File: config.mk
export PLATFORM = sky130hd
export DESIGN_NAME = pip_ctrl_mc
export DESIGN_NICKNAME = d
export VERILOG_FILES = /design/src/rtl/pip_ctrl_mc.sv
export SDC_FILE = /design/constraint.sdc
export NUM_CORES = 1
export LEC_CHECK = 0
export ABC_AREA = 1
export CORE_ASPECT_RATIO = 0.5
export CORE_UTILIZATION = 58
export DETAILED_ROUTE_END_ITERATION = 16
export GPL_TIMING_DRIVEN = 0
export PLACE_DENSITY = 0.87
export SKIP_LAST_GASP = 1
export SLEW_MARGIN = 20
export SYNTH_ARGS = -nofsm -noshare
export SYNTH_HDL_FRONTEND = slang
export SYNTH_SLANG_ARGS = --single-unit
File: constraint.sdc
create_clock -name clk -period 3.5 [get_ports clk]
set_clock_uncertainty 0.2 [all_clocks]
set_input_delay 0.7 -clock clk [delete_from_list [all_inputs] [get_ports clk]]
set_output_delay 0.7 -clock clk [all_outputs]
set_load 0.01 [all_outputs]
File: src/rtl/pip_ctrl_mc.sv
// Pipeline controller: RAW/WAW hazard detection with bypass selection, long-op
// register scoreboard, flush FSM and EX-stall watchdog.
module pip_ctrl_mc #(
    parameter int NBACK   = 2,
    parameter int IDX_W   = 5,
    parameter int FWD_EN  = 1,
    parameter int TIMEOUT = 64
) (
    input  logic                   clk,
    input  logic                   rst_n,
    input  logic                   id_valid,
    input  logic [IDX_W-1:0]       id_rs1_index,
    input  logic [IDX_W-1:0]       id_rs2_index,
    input  logic [IDX_W-1:0]       id_rd_index,
    input  logic                   id_gpr_write,
    input  logic                   id_long_op,
    input  logic                   id_exception,
    input  logic                   id_fence,
    input  logic [NBACK-1:0]       bk_valid,
    input  logic [NBACK*IDX_W-1:0] bk_rd_index,
    input  logic [NBACK-1:0]       bk_gpr_write,
    input  logic [NBACK-1:0]       bk_fwd_ok,
    input  logic [NBACK-1:0]       bk_exception,
    input  logic [NBACK-1:0]       bk_fence,
    input  logic                   ex_ready,
    input  logic                   lo_done,
    input  logic [IDX_W-1:0]       lo_done_index,
    input  logic                   redirect,
    output logic                   if_nop,
    output logic                   if_hold,
    output logic                   id_nop,
    output logic                   id_hold,
    output logic [NBACK-1:0]       bk_nop,
    output logic [NBACK-1:0]       fwd_rs1_sel,
    output logic [NBACK-1:0]       fwd_rs2_sel,
    output logic                   flushing,
    output logic                   wdt_timeout
);

    localparam int NREG = 1 << IDX_W;

    typedef enum logic {RUN, FLUSH} state_t;

    state_t          state, state_nxt;
    logic [NREG-1:0] sb;

    logic [NBACK-1:0] bk_kill;
    logic [NBACK-1:0] bk_wr;
    logic [NBACK-1:0] bk_nop_c;
    logic             bflush;
    logic             iexc;
    logic             in_flush;
    logic [NBACK:0]   raw1;
    logic [NBACK:0]   raw2;
    logic             waw;
    logic             haz;
    logic             if_nop_c;
    logic             id_nop_c;
    logic             id_hold_c;
    logic             issue;
    logic             sb_set;
    logic             sb_clr;
    logic             wdt_hit;

    // Returns {stall, one-hot bypass select}; the youngest matching stage decides.
    function automatic logic [NBACK:0] raw_check(
        input logic [IDX_W-1:0]       rs,
        input logic                   vld,
        input logic [NBACK-1:0]       wr,
        input logic [NBACK*IDX_W-1:0] rd,
        input logic [NBACK-1:0]       fok,
        input logic                   sb_bit
    );
        logic [NBACK-1:0] sel;
        logic             stall;
        logic             hit;
        sel   = '0;
        stall = 1'b0;
        hit   = 1'b0;
        if (vld && rs != '0) begin
            for (int k = 0; k < NBACK; k++) begin
                if (!hit && wr[k] && rd[k*IDX_W +: IDX_W] == rs) begin
                    hit = 1'b1;
                    if (FWD_EN != 0 && fok[k])
                        sel[k] = 1'b1;
                    else
                        stall = 1'b1;
                end
            end
            if (sb_bit)
                stall = 1'b1;
        end
        return {stall, sel};
    endfunction

    assign bk_kill = bk_valid & (bk_exception | bk_fence);
    assign bk_wr   = bk_valid & bk_gpr_write;
    assign bflush  = |bk_kill;
    assign iexc    = id_valid & id_exception;

    // Each stage is squashed by any killing instruction older than itself.
    always_comb begin
        bk_nop_c = '0;
        for (int k = NBACK - 2; k >= 0; k--)
            bk_nop_c[k] = bk_nop_c[k+1] | bk_kill[k+1];
    end

    assign raw1 = raw_check(id_rs1_index, id_valid, bk_wr, bk_rd_index, bk_fwd_ok, sb[id_rs1_index]);
    assign raw2 = raw_check(id_rs2_index, id_valid, bk_wr, bk_rd_index, bk_fwd_ok, sb[id_rs2_index]);
    assign waw  = id_gpr_write & (id_rd_index != '0) & sb[id_rd_index];
    assign haz  = raw1[NBACK] | raw2[NBACK] | waw;

    assign in_flush  = (state == FLUSH);
    assign if_nop_c  = bflush | iexc | in_flush;
    assign id_nop_c  = bflush | in_flush | haz;
    assign id_hold_c = !id_nop_c & !ex_ready;
    assign issue     = id_valid & !id_nop_c & !id_hold_c & ex_ready;

    assign sb_set = issue & id_long_op & id_gpr_write & (id_rd_index != '0);
    assign sb_clr = lo_done & (lo_done_index != '0);

    // Reset forces bubbles everywhere and silences every other control.
    assign if_nop      = !rst_n | if_nop_c;
    assign id_nop      = !rst_n | id_nop_c;
    assign if_hold     = rst_n & !if_nop_c & (haz | !ex_ready | (id_valid & id_fence));
    assign id_hold     = rst_n & id_hold_c;
    assign bk_nop      = rst_n ? bk_nop_c : '1;
    assign fwd_rs1_sel = {NBACK{rst_n}} & raw1[NBACK-1:0];
    assign fwd_rs2_sel = {NBACK{rst_n}} & raw2[NBACK-1:0];
    assign flushing    = rst_n & in_flush;
    assign wdt_timeout = rst_n & wdt_hit;

    always_ff @(posedge clk) begin
        if (!rst_n) begin
            sb <= '0;
        end else begin
            if (sb_clr)
                sb[lo_done_index] <= 1'b0;
            // Later assignment wins when set and clear target the same entry.
            if (sb_set)
                sb[id_rd_index] <= 1'b1;
        end
    end

    always_ff @(posedge clk) begin
        if (!rst_n)
            state <= RUN;
        else
            state <= state_nxt;
    end

    always_comb begin
        state_nxt = state;
        case (state)
            RUN:     if ((bflush | iexc) && !redirect) state_nxt = FLUSH;
            FLUSH:   if (redirect) state_nxt = RUN;
            default: state_nxt = RUN;
        endcase
    end

    generate
        if (TIMEOUT > 0) begin : g_wdt
            localparam int WDT_W = $clog2(TIMEOUT + 1);
            localparam logic [WDT_W-1:0] WDT_MAX = WDT_W'(TIMEOUT);
            localparam logic [WDT_W-1:0] WDT_PRE = WDT_W'(TIMEOUT - 1);

            logic [WDT_W-1:0] wdt_cnt;

            always_ff @(posedge clk) begin
                if (!rst_n || ex_ready)
                    wdt_cnt <= '0;
                else if (wdt_cnt != WDT_MAX)
                    wdt_cnt <= wdt_cnt + WDT_W'(1);
            end

            // Fires in the stalled cycle whose edge brings the count to TIMEOUT.
            assign wdt_hit = !ex_ready && (wdt_cnt == WDT_PRE);
        end else begin : g_no_wdt
            assign wdt_hit = 1'b0;
        end
    endgenerate

endmodule

After elaboration in Yosys (flattened, before gate mapping). Cells that the tools add are included. W data, S select, Z words.

Logic and storage cells: 118. Register bits: 40. Input port bits: 50. Output and inout port bits: 12.

Muxes and demuxes: 40. $lt $le $gt $ge: 6. Reduce and logical (&&, ||, !) cells: 26. Add/subtract/negate cells: 1. Eq/ne operators: 6. Bitwise gates (word level): 36.

Operator list (number): $mux W32 (3); $and A32 B32 Y32 (1); $not A32 Y32 (1); $or A32 B32 Y32 (1); $mux W1 (28); $lt A5 B6 Y1 const B (4); $eq A5 B5 Y1 (4); $reduce_bool A5 Y1 (4); $and A1 B1 Y1 (17); $bmux W1 S5 (3); $logic_and A1 B1 Y1 (12); $demux W1 S5 (2); $ge A5 B1 Y1 const B (2); $or A1 B1 Y1 (10); $and A2 B2 Y2 (4); $logic_not A1 Y1 (8); $add A7 B1 Y7 const B (1); $eq A7 B6 Y1 const B (1); $ne A7 B7 Y1 const B (1); $mux W2 (3); $or A2 B2 Y2 (1); $pmux W1 S2 (1); $reduce_or A2 Y1 (1); $logic_or A1 B1 Y1 (1); $not A1 Y1 (1).

Longest topological paths before layout.
Depth after elaboration: 22. Depth in mapped cells: 17. Mapped depth without buffers: 16.

Least setup slack after synthesis. OpenSTA, ideal clock, no wires.

Path type: input -> output. Start: input id_rs2_index[2]. End: output id_hold. Data required time: 2600 ps. Stages: 15. Setup slack: 464 ps. Buffers on the path: 2. Data arrival time: 2136 ps. Cells stage by stage: buf_4 inv_1 nand2_1 a21oi_2 nand3_1 nand2_1 nand2_1 nand2_1 nand3_1 nand2_1 nand2_2 nor2_4 buf_6 nand3_2 nor2_1.

Cells in the longest elaborated chain, start to end: 16.

RTL lines: from (decl) (RTL line 13) `input logic [IDX_W-1:0] id_rs2_index,`; $eq A5 B5 Y1 (RTL line 82) `if (!hit && wr[k] && rd[k*IDX_W +: IDX_W] == rs) begin`; $logic_and A1 B1 Y1 (RTL line 82); $mux W1 (RTL line 82); $mux W1 (RTL line 80) `if (vld && rs != '0) begin`; $logic_not A1 Y1 (RTL line 82); $logic_and A1 B1 Y1 (2 in series) (RTL line 82); $mux W1 (RTL line 82); $mux W1 (RTL line 90) `if (sb_bit)`; $mux W1 (*) (RTL line 80); $or A1 B1 Y1 (*) (2 in series) (RTL line 111) `assign haz = raw1[NBACK] | raw2[NBACK] | waw;`; $or A1 B1 Y1 (*) (RTL line 115) `assign id_nop_c = bflush | in_flush | haz;`; $logic_not A1 Y1 (*) (RTL line 116) `assign id_hold_c = !id_nop_c & !ex_ready;`; $and A1 B1 Y1 (*) (RTL line 116); $and A1 B1 Y1 (*) (RTL line 126) `assign id_hold = rst_n & id_hold_c;`; to (decl) (RTL line 32) `output logic id_hold,`.

Mark *: on every way between the ends. The rest lies on a longest branch, timed or not. The select of a mux whose other input is x is not followed.

Worst setup path after layout.
Start: input id_rs2_index[3]. End: output if_hold.

Cells in the longest elaborated chain, start to end: 15.

RTL lines: $eq A5 B5 Y1 (RTL line 82); $logic_and A1 B1 Y1 (RTL line 82); $mux W1 (RTL line 82); $mux W1 (RTL line 80); $logic_not A1 Y1 (RTL line 82); $logic_and A1 B1 Y1 (2 in series) (RTL line 82); $mux W1 (RTL line 82); $mux W1 (RTL line 90); $mux W1 (*) (RTL line 80); $or A1 B1 Y1 (*) (2 in series) (RTL line 111); $or A1 B1 Y1 (*) (2 in series) (RTL line 125) `assign if_hold = rst_n & !if_nop_c & (haz | !ex_ready | (id_valid & id_fence));`; $and A1 B1 Y1 (*) (RTL line 125); to (decl) (RTL line 30) `output logic if_hold,`.

Marked as above.

==> results <==
- The fraction of layout cells with a size suffix above 1 is between 10% and 20%.
- The total of buffers placed on input and output ports is between 50 and 60.
- Subtracting the final worst setup slack from the clock period gives roughly 3.4 ns.
- The number of global-route vias before repair came to slightly above 4000.
- The critical path endpoint category is a primary output.
- In the global route stage, overall resource usage came out at between 30% and 40%.
- The initial cell density of the core is a little over three fifths.
- By count the netlist is led by 184 x nand2_1, 86 x inv_1, 71 x nor2_1.
- For the worst setup path, the data required time is approximately 2.6 ns.
- Across all layers, the routed design uses ~4800 vias.
- TritonCTS built the clock tree.
- The net count after synthesis is between 600 and 700.
- For this design, the sink count on the clock tree is 40.
- The cell with the most instances on the worst path is nand2_1.
- The floorplan has 19 rows.
- The number of max-slew violations in the final report is 0.
- Of all nets on the critical path, the largest fanout is 5.
- The maximum number of pins on one net before global-route repair is 15.
- Dividing the detail-routed wire length by the instance count gives 16.11 um.
- In this run the tightest slew margin relative to its limit is 68.47%.
- The run finished with clean final reports.
- For this run, the detailed router's first-pass iteration total came to 5.
- The master cell of the clock root buffer is clkbuf_16.
- The die outline area is about 6500 um2.
- After floorplanning, the core was sized to cover around 5700 um2.
- In this run the cell area of the synthesized design comes to about 3500 um2.
- Using the TritonRoute via totals, the vias-per-cell ratio works out to approximately 6.0.
- The actual slew at the worst max-slew pin is between 0.4 and 0.5 ns.
- The iteration-0 DRC count of the detailed router is between 600 and 700.
- The tightest min-delay check is of the reg2reg type.
- In this design, the stage delay of the slowest critical-path cell is around 0.28 ns.
- The register-to-register setup slack is 0.94 ns.
- The setup-violating endpoint count in the final report is 0.
- In the post-synthesis netlist, the cell with the most instances is nand2_1.
- The total I/O pin count is 62.
- In this run the biggest area consumer among cell types represents between 20 and 25% of the synthesized area.
- Each instance of the synthesized netlist takes up on average approximately 5.5 um2.
- The congestion estimate from routability-driven global placement came to ~0.92.
- The net count of the finished layout is 774.
- After detailed routing, the number of remaining DRC violations is 0.
- For the worst setup path, the data arrival time is about 2.5 ns.
- The overall die width is 112.6 um.
- The number of synthesized flops with an enable pin is 0.
- The category of the worst setup path launch point is a primary input.
- The peak supply drop is 0.0003533 V.
- The number of warnings printed during yosys synthesis is 0.
- The repair_antennas step left the layout with diodes totalling 0.
- The synthesis-to-layout area growth is 30.54%.
- The detailed placement HPWL is 8619 um.
- The portion of the post-synthesis area used by sequential elements is 22.57%.
- The combinational fraction of design power is between 20 and 30%.
- The total power divided by cell area is about 290 nW/um2.
- The main flop type after synthesis is dfxtp_1.
- The count of nets left with antenna violations after detail routing is 0.
- The clock network burns 39.9% of the power.
- Net switching is a little under a third of the power.
- The tightest hold margin is 0.2767 ns.
- The number of antenna violations at the first check in global routing was 0.
- The worst setup path is of the in2out kind.
- Among all stages on the critical path, the largest delay is contributed by clkdlybuf4s15_1.
- In this run the static leakage power is roughly 0.0022 uW.
- Counting flops and latches in the post-synthesis netlist gives 40.
- After global routing the overflow that remains totals 0.
- In the final layout, the multi-input gates occupy roughly 2400 um2.
- Traced cell by cell, the critical path runs through clkdlybuf4s15_1, inv_1, nand2_1, nand2_1, nor2_2, nand3_2, nand2_1, nand2_1, nand2_1, nand3_1, nand2_1, nand2_2, nor2_4, buf_6, nand3_2, nand3_2, inv_1, buf_2.
- The final setup TNS is 0 ns.
- The worst-case clock buffer depth is 2.
- In this run, flip-flops and latches consume between 30 and 40% of the power.
- In this run, distinct cell masters in the synthesized netlist total 31.
- Yosys attributes the largest share of cell area to dfxtp_1 23%, nand2_1 19%, inv_1 9.1%.
- Internal power comes to ~930 uW.
- The number of buffers inserted during clock tree synthesis is 5.
- In the synthesized netlist the async set-or-reset flop fraction comes to 0%.
- Fill cells in the final layout number about 430.
- Of the available clock period, the critical path in the final layout requires about 100%.
- Across the run, the number of max-cap violations was 0.
- Synthesis produced between 600 and 700 cells.
- The register area is 800.8 um2.
- The first global-routing pass estimated between 15000 and 20000 um of wire.
- dfxtp_1 takes more of the synthesized area than any other cell.
- The net switching power is slightly above 400 uW.
- The clock transition at the registers of the reported paths is about 0.06 ns.
- The count of endpoints failing hold in the final timing report is 0.
- The die is about 57 um tall.
- After detailed routing, the total wire length is 12820 um.
- In this run the number of H-tree levels came out at 2.
- The maximum frequency from static timing analysis is between 0.2 and 0.3 GHz.
- Clock latency on the worst-skew pair, taken at its later pin, is a little under 0.3 ns.
-- state kept, by name, summed over array words and instances, names as in the netlist --
register	cells
sb	32
g_wdt.wdt_cnt	7
in_flush	1
-- logic make-up after synthesis --
family | Yosys count | share of synthesized area [%]
adder cells (fa/ha/maj) | 2 | 0.7051
buffers and inverters | 119 | 14.28
AO/OA/AOI/OAI | 92 | 14.42
AND/OR/NAND/NOR | 383 | 47.04
XOR/XNOR | 4 | 0.9875
flip-flops | 40 | 22.57
-- layer usage --
metal / GRT usage [%] / vias up / wire length [um]
met3: 7.864 / 50 / 1845
met1: 53.58 / 2123 / 5210
met5: 0 / - / 0
met2: 62.17 / 346 / 5435
met4: 10.10 / 0 / 333
li1: - / 2259 / -
-- power by group through the flow --
stage / Sequential [uW] / Clock, uW / Combinational, uW
finish: 459 / 535 / 345
global route: 460 / 555 / 371
CTS: 459 / 532 / 319
detailed placement: 469 / 0 / 301
global placement: 469 / 0 / 299
floorplan: 469 / 0 / 180
-- stage by stage --
stage          util (%)  instance area [um2]  cells  power [uW]  setup slack (ns)
5_1_grt           81.52                 4632    796        1386          -0.01864
3_3_place_gp      74.10                 4210    770       768.0           -0.8166
3_5_place_dp      74.10                 4210    770       770.2           -0.8222
4_1_cts           79.06                 4492    788        1309          0.005085
6_report          81.52                 4632    796        1340           0.09909
2_1_floorplan         -                 3548    640       648.6            0.4642
-- cells in the final DEF, fill, tap and decap left out, types with 6 or more instances in the layout --
master and count:
nand2_1 182, inv_1 82, nor2_1 64, nand3_1 60
dfxtp_1 40, a21oi_1 38, nand4_1 36, o21ai_0 31
clkdlybuf4s50_1 26, buf_4 24, a22oi_1 12, inv_2 11
dlymetal6s2s_1 11, nor3_1 10, dlygate4sd2_1 9, clkbuf_1 8
buf_6 7, nor2_2 6, nand3_2 6, nor3_2 6
buf_2 6
-- repair_timing --
action,CTS,global route
pin swaps,11,14
resized for setup,50,46
hold buffers,0,0
cloned,0,1
setup endpoints to repair,6,3
buffers inserted,10,7
-- critical path, delay by kind of cell --
family / cells / cell delay [ns]
and+or+nand+nor: 13 / 1.11
buffers and inverters: 5 / 0.71
-- area by class of cell --
type / count / area share, %
repair buffers: 75 / 14.80
plain buffers: 25 / 3.647
multi-input cells: 481 / 50.86
flip-flops and latches: 40 / 17.29
inverters: 94 / 7.726
clock buffers: 5 / 2.701
clock inverters: 3 / 0.9995
well taps: 73 / 1.972
-- path summary, 6_finish.rpt --
kind / start / end / depth (start not counted)
worst min register to register: sb[0] / sb[0] / 2
worst max register to register: sb[15] / sb[10] / 18
worst min-delay path: sb[0] / sb[0] / 2
worst max-delay path: id_rs2_index[3] / if_hold / 18
Power figures use the tool's default switching activity.
